<file path="src/rtl/pulse_counter_pkg.sv">
// Shared constants for the parametrised pulse counter: mode encodings,
// default widths and the enable-controller state type.
package pulse_counter_pkg;

    localparam int unsigned COUNT_W_DEF  = 10;
    localparam int unsigned TERM_RST_DEF = 999;

    localparam logic MODE_FREERUN = 1'b0;
    localparam logic MODE_ONESHOT = 1'b1;

    typedef enum logic {
        EN_IDLE = 1'b0,
        EN_RUN  = 1'b1
    } en_state_e;

endpackage : pulse_counter_pkg

</file>
<file path="src/rtl/pc_enable_ctrl.sv">
// Enable state machine for the pulse counter: stop/trigger/one-shot priority
// and the one-cycle done pulse that marks the end of a one-shot run.
module pc_enable_ctrl
    import pulse_counter_pkg::*;
(
    input  logic clk_i,
    input  logic rst_i,
    input  logic trigger_i,
    input  logic stop_i,
    input  logic mode_i,
    input  logic wrap_i,
    output logic en_o,
    output logic done_o
);

    en_state_e state_q, state_d;
    logic      done_q, done_d;
    logic      oneshot_end;

    // A wrap in one-shot mode ends the run and beats any trigger at the same edge.
    assign oneshot_end = wrap_i && (mode_i == MODE_ONESHOT);

    always_comb begin
        state_d = state_q;
        done_d  = 1'b0;
        if (stop_i) begin
            state_d = EN_IDLE;
        end else if (oneshot_end) begin
            state_d = EN_IDLE;
        end else if (trigger_i) begin
            state_d = EN_RUN;
        end
        if (oneshot_end) begin
            done_d = 1'b1;
        end
    end

    always_ff @(posedge clk_i) begin
        if (rst_i) begin
            state_q <= EN_IDLE;
            done_q  <= 1'b0;
        end else begin
            state_q <= state_d;
            done_q  <= done_d;
        end
    end

    assign en_o   = (state_q == EN_RUN);
    assign done_o = done_q;

endmodule : pc_enable_ctrl

</file>
<file path="src/rtl/pulse_counter_param.sv">
// Enabled cycle counter with runtime-loadable terminal count, wrap carry,
// synchronous clear and one-shot mode.
module pulse_counter_param
    import pulse_counter_pkg::*;
#(
    parameter int unsigned COUNT_W  = COUNT_W_DEF,
    parameter int unsigned TERM_RST = TERM_RST_DEF
) (
    input  logic               clk_i,
    input  logic               rst_i,
    input  logic               trigger_i,
    input  logic               stop_i,
    input  logic               clear_i,
    input  logic               mode_i,
    input  logic               load_i,
    input  logic [COUNT_W-1:0] term_i,
    output logic               carry_o,
    output logic               done_o,
    output logic               busy_o,
    output logic [COUNT_W-1:0] count_o
);

    logic [COUNT_W-1:0] count_q, count_d;
    logic [COUNT_W-1:0] term_q, term_d;
    logic               en;
    logic               wrap;
    logic               wrap_evt;

    // >= so that a terminal lowered below the current count wraps at once.
    assign wrap     = en && (count_q >= term_q);
    assign wrap_evt = wrap && !clear_i;

    pc_enable_ctrl u_enable_ctrl (
        .clk_i     (clk_i),
        .rst_i     (rst_i),
        .trigger_i (trigger_i),
        .stop_i    (stop_i),
        .mode_i    (mode_i),
        .wrap_i    (wrap_evt),
        .en_o      (en),
        .done_o    (done_o)
    );

    always_comb begin
        count_d = count_q;
        term_d  = term_q;
        if (clear_i) begin
            count_d = '0;
        end else if (wrap) begin
            count_d = '0;
        end else if (en) begin
            count_d = count_q + COUNT_W'(1);
        end
        if (load_i) begin
            term_d = term_i;
        end
    end

    always_ff @(posedge clk_i) begin
        if (rst_i) begin
            count_q <= '0;
            term_q  <= COUNT_W'(TERM_RST);
        end else begin
            count_q <= count_d;
            term_q  <= term_d;
        end
    end

    assign carry_o = wrap;
    assign busy_o  = en;
    assign count_o = count_q;

endmodule : pulse_counter_param

</file>
<file path="config.mk">
export PLATFORM = sky130hd
export DESIGN_NAME = pulse_counter_param
export DESIGN_NICKNAME = d
export VERILOG_FILES = /design/src/rtl/pulse_counter_pkg.sv /design/src/rtl/pc_enable_ctrl.sv /design/src/rtl/pulse_counter_param.sv
export SDC_FILE = /design/constraint.sdc
export NUM_CORES = 1
export LEC_CHECK = 0
export ABC_AREA = 1
export CAP_MARGIN = 20
export CORE_AREA = 2 2 42 83
export DETAILED_ROUTE_END_ITERATION = 10
export DIE_AREA = 0 0 44 85
export PLACE_DENSITY = 0.66
export SLEW_MARGIN = 20
export SYNTH_ARGS = -nofsm -noshare
export SYNTH_HDL_FRONTEND = slang
export SYNTH_SLANG_ARGS = --single-unit
</file>
<file path="constraint.sdc">
create_clock -name clk_i -period 3.68 [get_ports clk_i]
set_input_delay 0.368 -clock clk_i [delete_from_list [all_inputs] [get_ports clk_i]]
set_output_delay 0.368 -clock clk_i [all_outputs]
set_load 0.01 [all_outputs]
</file>
After elaboration in Yosys (flattened, before gate mapping)
Cells that the tools add are included.

storage, ports and cells
  register bits = 22
  output and inout bits = 13
  word-level logic and storage cells = 13

operators by class
  $add $sub $neg = 1
  $lt $le $gt $ge = 1
  muxes and demuxes = 1
  reduce and logical (&&, ||, !) cells = 6

operators with widths
  cell                   number
  $add 10x1->10 const B  1
  $ge 10x10->1           1
  $reduce_or 3->1        2
  $logic_and 1x1->1      3
  $logic_not 1->1        1
  $mux 1                 1

Depth between registers and ports, before layout
Gate-level depths: netlist of run 1.

  depth in word-level cells = 5
  gate-level depth with buffers = 11

By module
From an unflattened synthesis of run 1, not the netlist that was laid out.

unflattened totals
  cells, all modules = 151
  area, all modules = 1134.8 um^2

by module, submodules not included
  module               times used  cells each  area an instance (um^2)
  pulse_counter_param  1           143         1069.8
  pc_enable_ctrl       1           8           65.1

Worst setup path after synthesis of run 1
No wires, ideal clock.

  path kind = register to output
  start = register count_q[0] (netlist: count_o[0])
  end = output carry_o
  data arrival time = 1.271 ns
  setup slack = 2.041 ns
  stages on the path, launching flop included = 11
  path buffers = 0
  path through = dfxtp_1 -> inv_1 -> ha_1 -> inv_1 -> nand2_1 -> nand2_1 -> nand2_1 -> nand3_1 -> nand3_1 -> nand2_1 -> inv_1

between the ends
  cells in the longest elaborated chain, start to end = 2

ends and longest elaborated chain
  element                 line                       source
  from (decl)             pulse_counter_param.sv:23  logic [COUNT_W-1:0] count_q, count_d;
  from (signal assigned)  pulse_counter_param.sv:64  count_q <= count_d;
  $ge 10x10->1            pulse_counter_param.sv:30  assign wrap = en && (count_q >= term_q);
  $logic_and 1x1->1       pulse_counter_param.sv:30
  to (decl)               pulse_counter_param.sv:17  output logic carry_o,

No other way between the ends.

Worst setup path after layout of run 1
Ends and elaborated chain as after synthesis.

==> results.cfg, run 1 <==
[synth]
ys_types = 23
syn_inst = 152
ys_warn_count = 0
syn-cell-area_mm2 = 0.00115
synth_nets = 180
ys_seq_elements = 22
synth_top_area_share_pct = 38.2
synth_top_area_cell = dfxtp_1
syn_area_per_cell_um2 = 7.59
yosysSeqAreaShare_pct = 38.2
yosys-top-cells-area = dfxtp_1, ha_1, nand2_1

[route]
viasPerCell = 4.79
routed_wl_mm = 2.38
num_vias = 1020
drt_iter0_drc = 10
antenna_left = 0
drc = 0
wl_per_cell_um = 11.2
first_pass_iters = 4

[floorplanning]
core_mm2 = 0.00312
design.die.area_mm2 = 0.00374
fp.dieW_um = 44
initial_core_util_pct = 37.0
num_io_pins = 30
dieHeight_um = 85
rows = 29

[flow_run]
drv_cap = 0

[cells_and_area]
fin_nets = 211
num_antenna_cells = 0
areaGrowthSynthToFinish_pct = 31.7
nFillCells = 307
drive_above_1_share_pct = 7.14
mostFrequentLayoutCell = clkdlybuf4s50_1
layout_common_cells = clkdlybuf4s50_1, nand2_1, inv_1
stdcell_area_mm2 = 0.00152

[clock_tree]
numCtsBuffers = 3
cts_repair_resize_count = 0
cts.path.max_buffers = 2
cts_htree_levels = 1
postCtsHoldBufs = 0
clk-insertion-delay-late_ns = 0.26
cts_tree = built
postCtsSetupRepairBufs = 0
cts-root-buf = clkbuf_8
cts.sinks = 22
clk_pin_slew_ns = 0.08

[timing]
clock_skew_ns = 0.00390
fin_setup_tns_ns = 0
slew_violations = 0
hold_viol_final = 0
slew_headroom_pct = 68.0
tightest_slew_ns = 0.479
fmaxAchievable_mhz = 411
fin_crit_sh_pct = 66.2
setup_violations = 0
period_minus_slack_ns = 2.44
rsz0062_at_grt = no
fin_ws_ns = 1.24

[setup_path]
crit_chain = inv_1 > ha_1 > inv_1 > nand2_1 > nand2_1 > nand2_1 > nand3_1 > nand3_1 > nand2_1 > inv_1 > clkdlybuf4s50_1
crit_type = register to primary output
worst_path_max_delay_cell = clkdlybuf4s50_1
cp_top_family = buffers and inverters
critPathMaxStageDelay_ns = 0.53
cp_max_fo = 5
crit_buf_inv = 4
crit_arrival_ns = 2.07
crit_top_cell = nand2_1
cp-end-kind = primary output
worstPathRequired_ns = 3.31
startpoint_type = register

[placed_design]
pre_cts_ws_ns = 1.52
port_buffers = 29
routabilityCongestion = 0.835
post_dp_cell_area_mm2 = 0.00146
dpl.hpwl_mm = 1.95

[power_and_ir_drop]
p_leak_nw = 0.722
ir_worst_vdd_uv = 230
powerDensity_mw_per_mm2 = 312

[global_route]
use_met2_pct = 26.6
track_usage_pct = 14.1
overflow = 0
antenna_found_initial = 0
grt_pass1_wl_mm = 4.00
grt_start_max_net_pins = 17
met1_usage_pct = 15.2
grt_pass1_vias = 930
grt.met3_usage_pct = 1.28
top_usage_layer = met2

[run_status]
status = completed

[worst_hold_path]
hold_path_class = register to register
==> Yosys cell counts <==
cell type  count
nand4_2        1
xor2_1         4
o21ai_0        9
inv_2          1
nand3_1        6
nor2_2         2
xnor2_1        3
a21oi_1       11
dfxtp_1       22
ha_1          11
nor2_1        17
buf_6          1
a21o_1         1
nor3_1         1
nor2_4         1
clkbuf_1       2
nand2_4        1
nand2_1       27
nand4_1        1
inv_1         26
nand2_2        2
nand3_2        1
mux2i_1        1
==> final timing paths <==
kind	depth (start not counted)	slack, ns	from	to
hold reg to reg	2	0.47	term_q[9]	term_q[9]
setup reg to reg	11	2.11	count_o[0]	count_o[5]
setup / recovery	11	1.24	count_o[0]	carry_o
hold / removal	2	0.47	term_q[9]	term_q[9]
==> registers in the layout, summed over array words and instances, names as in the netlist <==
signal / count
count_o: 10
u_enable_ctrl.done_o: 1
u_enable_ctrl.en_o: 1
term_q: 10
==> worst register-to-register path: cells and delay by family, from the launching register on <==
family / cells / cell delay, ns
adders and majority gates: 1 / 0.28
buffers and inverters: 2 / 0.11
DFF: 1 / 0.45
and+or+nand+nor: 8 / 0.62
==> final cells by class <==
type	count	area [um2]	area share, %
flip-flops and latches	22	440	29.0
multi-input cells	100	593	39.0
inverters	27	101	6.67
clock buffers	4	55.1	3.62
repair buffers	29	290	19.1
well taps	31	38.8	2.55
==> power by group <==
part	leakage, nW	total [W]	switching (W)	internal, W
registers	0.180	0.000251	0.00000458	0.000246
clock network	0.0288	0.000174	0.0000781	0.0000954
logic	0.513	0.0000496	0.0000229	0.0000268
total	0.722	0.000474	0.000106	0.000368
==> per-stage QoR <==
step                      power, W  cells  util [%]  hold WS, ns
final                     0.000474    213      48.7        0.471
after CTS                 0.000480    213      48.7        0.480
after detailed placement  0.000307    209      46.9        0.468
after global routing      0.000495    213      48.7        0.490
after global placement    0.000306    209      46.9        0.467
after floorplan           0.000281    152         -        0.433
==> per-layer routing <==
metal	wire length, um	vias to the layer above
met5	0	-
met1	907	462
met4	36	0
met3	72	4
li1	-	533
met2	1360	21
==> logic make-up after synthesis <==
group | synth area share, %
adder cells (fa/ha/maj) | 11.9
AND/OR/NAND/NOR | 24.0
buffers and inverters | 10.4
flip-flops | 38.2
multiplexers | 0.868
XOR/XNOR | 5.31
AO/OA/AOI/OAI | 9.33
Power figures use the tool's default switching activity.
==> inputs of run 2 (changes only) <==
--- a/config.mk
+++ b/config.mk
@@ -10,7 +10,7 @@
 export CORE_AREA = 2 2 42 83
 export DETAILED_ROUTE_END_ITERATION = 10
 export DIE_AREA = 0 0 44 85
-export PLACE_DENSITY = 0.66
+export PLACE_DENSITY = 0.69
 export SLEW_MARGIN = 20
 export SYNTH_ARGS = -nofsm -noshare
 export SYNTH_HDL_FRONTEND = slang
==> constraint.sdc (replaced) <==
create_clock -name clk_i -period 2.1 [get_ports clk_i]
set_input_delay 0.21 -clock clk_i [delete_from_list [all_inputs] [get_ports clk_i]]
set_output_delay 0.21 -clock clk_i [all_outputs]
set_load 0.01 [all_outputs]
==> run 2 against run 1 <==
Compared with the run above: largest power group unchanged; clock power is 48% higher; critical path depth is 4 lower; design area is 0.66% higher; combinational power is 85% higher; hold slack worse by 0.00070 ns; largest cell class unchanged; via count is 0.29% lower; first-iteration DRC count is 10% higher; utilization is 0.32 points higher; sequential power is 75% higher; final cell count is 0.94% higher.
==> results.cfg, run 2 (synthesized netlist as in run 1, its figures left out) <==
[placed_design]
dpl.hpwl_mm = 2.02
place_inst = 212
port_buffers = 29
post_dp_cell_area_mm2 = 0.00149
routabilityCongestion = 0.761

[global_route]
grt_pass1_vias = 1055
track_usage_pct = 15.2
overflow = 0
antenna_found_initial = 0
grt_pass1_wl_mm = 4.39
grt_start_max_net_pins = 13

[setup_path]
startpoint_type = register
worstPathRequired_ns = 1.89
cp_max_fo = 4
cp-end-kind = primary output
crit_type = register to primary output
crit_arrival_ns = 1.59
rr_worst_depth = 9

[cells_and_area]
drive_above_1_share_pct = 10.9
stdcell_area_mm2 = 0.00153
areaGrowthSynthToFinish_pct = 32.5
fin_cells = 215
layout_common_cells = clkdlybuf4s50_1, nand2_1, inv_1
mostFrequentLayoutCell = clkdlybuf4s50_1
num_antenna_cells = 0
fin_nets = 214

[timing]
hold_viol_final = 0
setup_violations = 0
period_minus_slack_ns = 1.80
rsz0062_at_grt = no
tightest_slew_ns = 0.404
fin_setup_tns_ns = 0
clock_skew_ns = 0.00109
fin_crit_sh_pct = 85.7
fmaxAchievable_mhz = 555
slew_violations = 0
hold_slack_ns = 0.471
slew_headroom_pct = 73.0

[power_and_ir_drop]
p_sw_w = 0.000179
power.share.combinational_pct = 11.7
p_clk_share_pct = 32.7
p_int_w = 0.000609
ir_worst_vdd_uv = 336
p_leak_nw = 0.733
seqPwrFrac_pct = 55.7
powerDensity_mw_per_mm2 = 515
swShare_pct = 22.7

[floorplanning]
initial_core_util_pct = 37.0
dieHeight_um = 85
core_mm2 = 0.00312
fp.dieW_um = 44
design.die.area_mm2 = 0.00374
rows = 29
num_io_pins = 30

[clock_tree]
cts.path.max_buffers = 2
cts_htree_levels = 1
cts_tree = built
cts.sinks = 22
numCtsBuffers = 3
cts-root-buf = clkbuf_8
clk_pin_slew_ns = 0.07
clk-insertion-delay-late_ns = 0.26

[worst_hold_path]
hold_path_class = register to register
hold_depth = 2

[route]
drt_iter0_drc = 11
wl_per_cell_um = 11.3
drc = 0
first_pass_iters = 2
num_vias = 1017
viasPerCell = 4.73
antenna_left = 0
routed_wl_mm = 2.43

[run_status]
status = completed

[flow_run]
drv_cap = 0
## run 2: changes by cell type in the layout (fill, tap and decap cells not counted)
cell,delta
dfxtp_2,+3
clkbuf_2,+1
nor2_1,-1
dfxtp_1,-3
nor2_2,+1
buf_4,+3
clkbuf_8,-1
clkdlybuf4s50_1,-1
## run 2: repair_timing
| action | CTS | global route |
|---|---|---|
| endpoints found under the setup margin | 1 | 1 |
| hold buffers | 0 | 0 |
| setup buffers | 0 | 0 |
| resized for setup | 2 | 5 |
| endpoints found under the hold margin | 0 | 0 |
## run 2: final timing paths
kind,from,endpoint,slack (ns)
setup / recovery,count_o[9],carry_o,0.30
hold / removal,term_q[0],term_q[0],0.47
setup reg to reg,term_q[9],count_o[8],0.59
hold reg to reg,term_q[0],term_q[0],0.47
## run 2: final cells by class
class	instances	area, um2
timing repair buffer	32	308
inverter	27	101
multi-input combinational	100	596
tap	31	38.8
clock buffer	3	41.3
fill	316	1590
sequential	22	444
## run 2: critical path: stages, from the launching register on
cell and delay, ns:
dfxtp_1 0.35, ha_1 0.33, a21o_1 0.18, nor2_1 0.11, nand3_1 0.10, nand2_1 0.10, inv_1 0.05, clkbuf_2 0.12
## run 2: power groups by stage
stage                     Sequential, W  Combinational, W  Clock, W
final                          0.000438         0.0000920  0.000257
after global routing           0.000441          0.000105  0.000283
after CTS                      0.000439         0.0000933  0.000266
after detailed placement       0.000448         0.0000931         0
after global placement         0.000448         0.0000888         0
after floorplan                0.000446         0.0000463         0
## run 2: layer usage
layer / wire [um] / global-route usage [%] / share of wire [%] / vias up
met1: 906 / 16.1 / 37 / 441
met3: 67 / 1.49 / 2.8 / 10
met2: 1330 / 27.3 / 55 / 26
met4: 129 / 9.09 / 5.3 / 0
li1: - / - / - / 540
met5: 0 / 0 / 0 / -
## run 2: metrics by stage
| step | utilization [%] | total power, W | setup WS (ns) |
|---|---|---|---|
| 2_1_floorplan | - | 0.000493 | 0.619 |
| 3_3_place_gp | 47.6 | 0.000537 | 0.194 |
| 3_5_place_dp | 47.6 | 0.000542 | 0.169 |
| 4_1_cts | 49.0 | 0.000797 | 0.104 |
| 5_1_grt | 49.0 | 0.000829 | 0.0911 |
| 6_report | 49.0 | 0.000788 | 0.300 |
==> inputs of run 3 (changes only) <==
--- a/config.mk
+++ b/config.mk
@@ -8,6 +8,7 @@
 export ABC_AREA = 1
 export CAP_MARGIN = 20
 export CORE_AREA = 2 2 42 83
+export CTS_CLUSTER_SIZE = 10
 export DETAILED_ROUTE_END_ITERATION = 10
 export DIE_AREA = 0 0 44 85
 export PLACE_DENSITY = 0.69
==> results of run 3 <==
No change in the layout: final DEF, timing and power equal those of run 2.
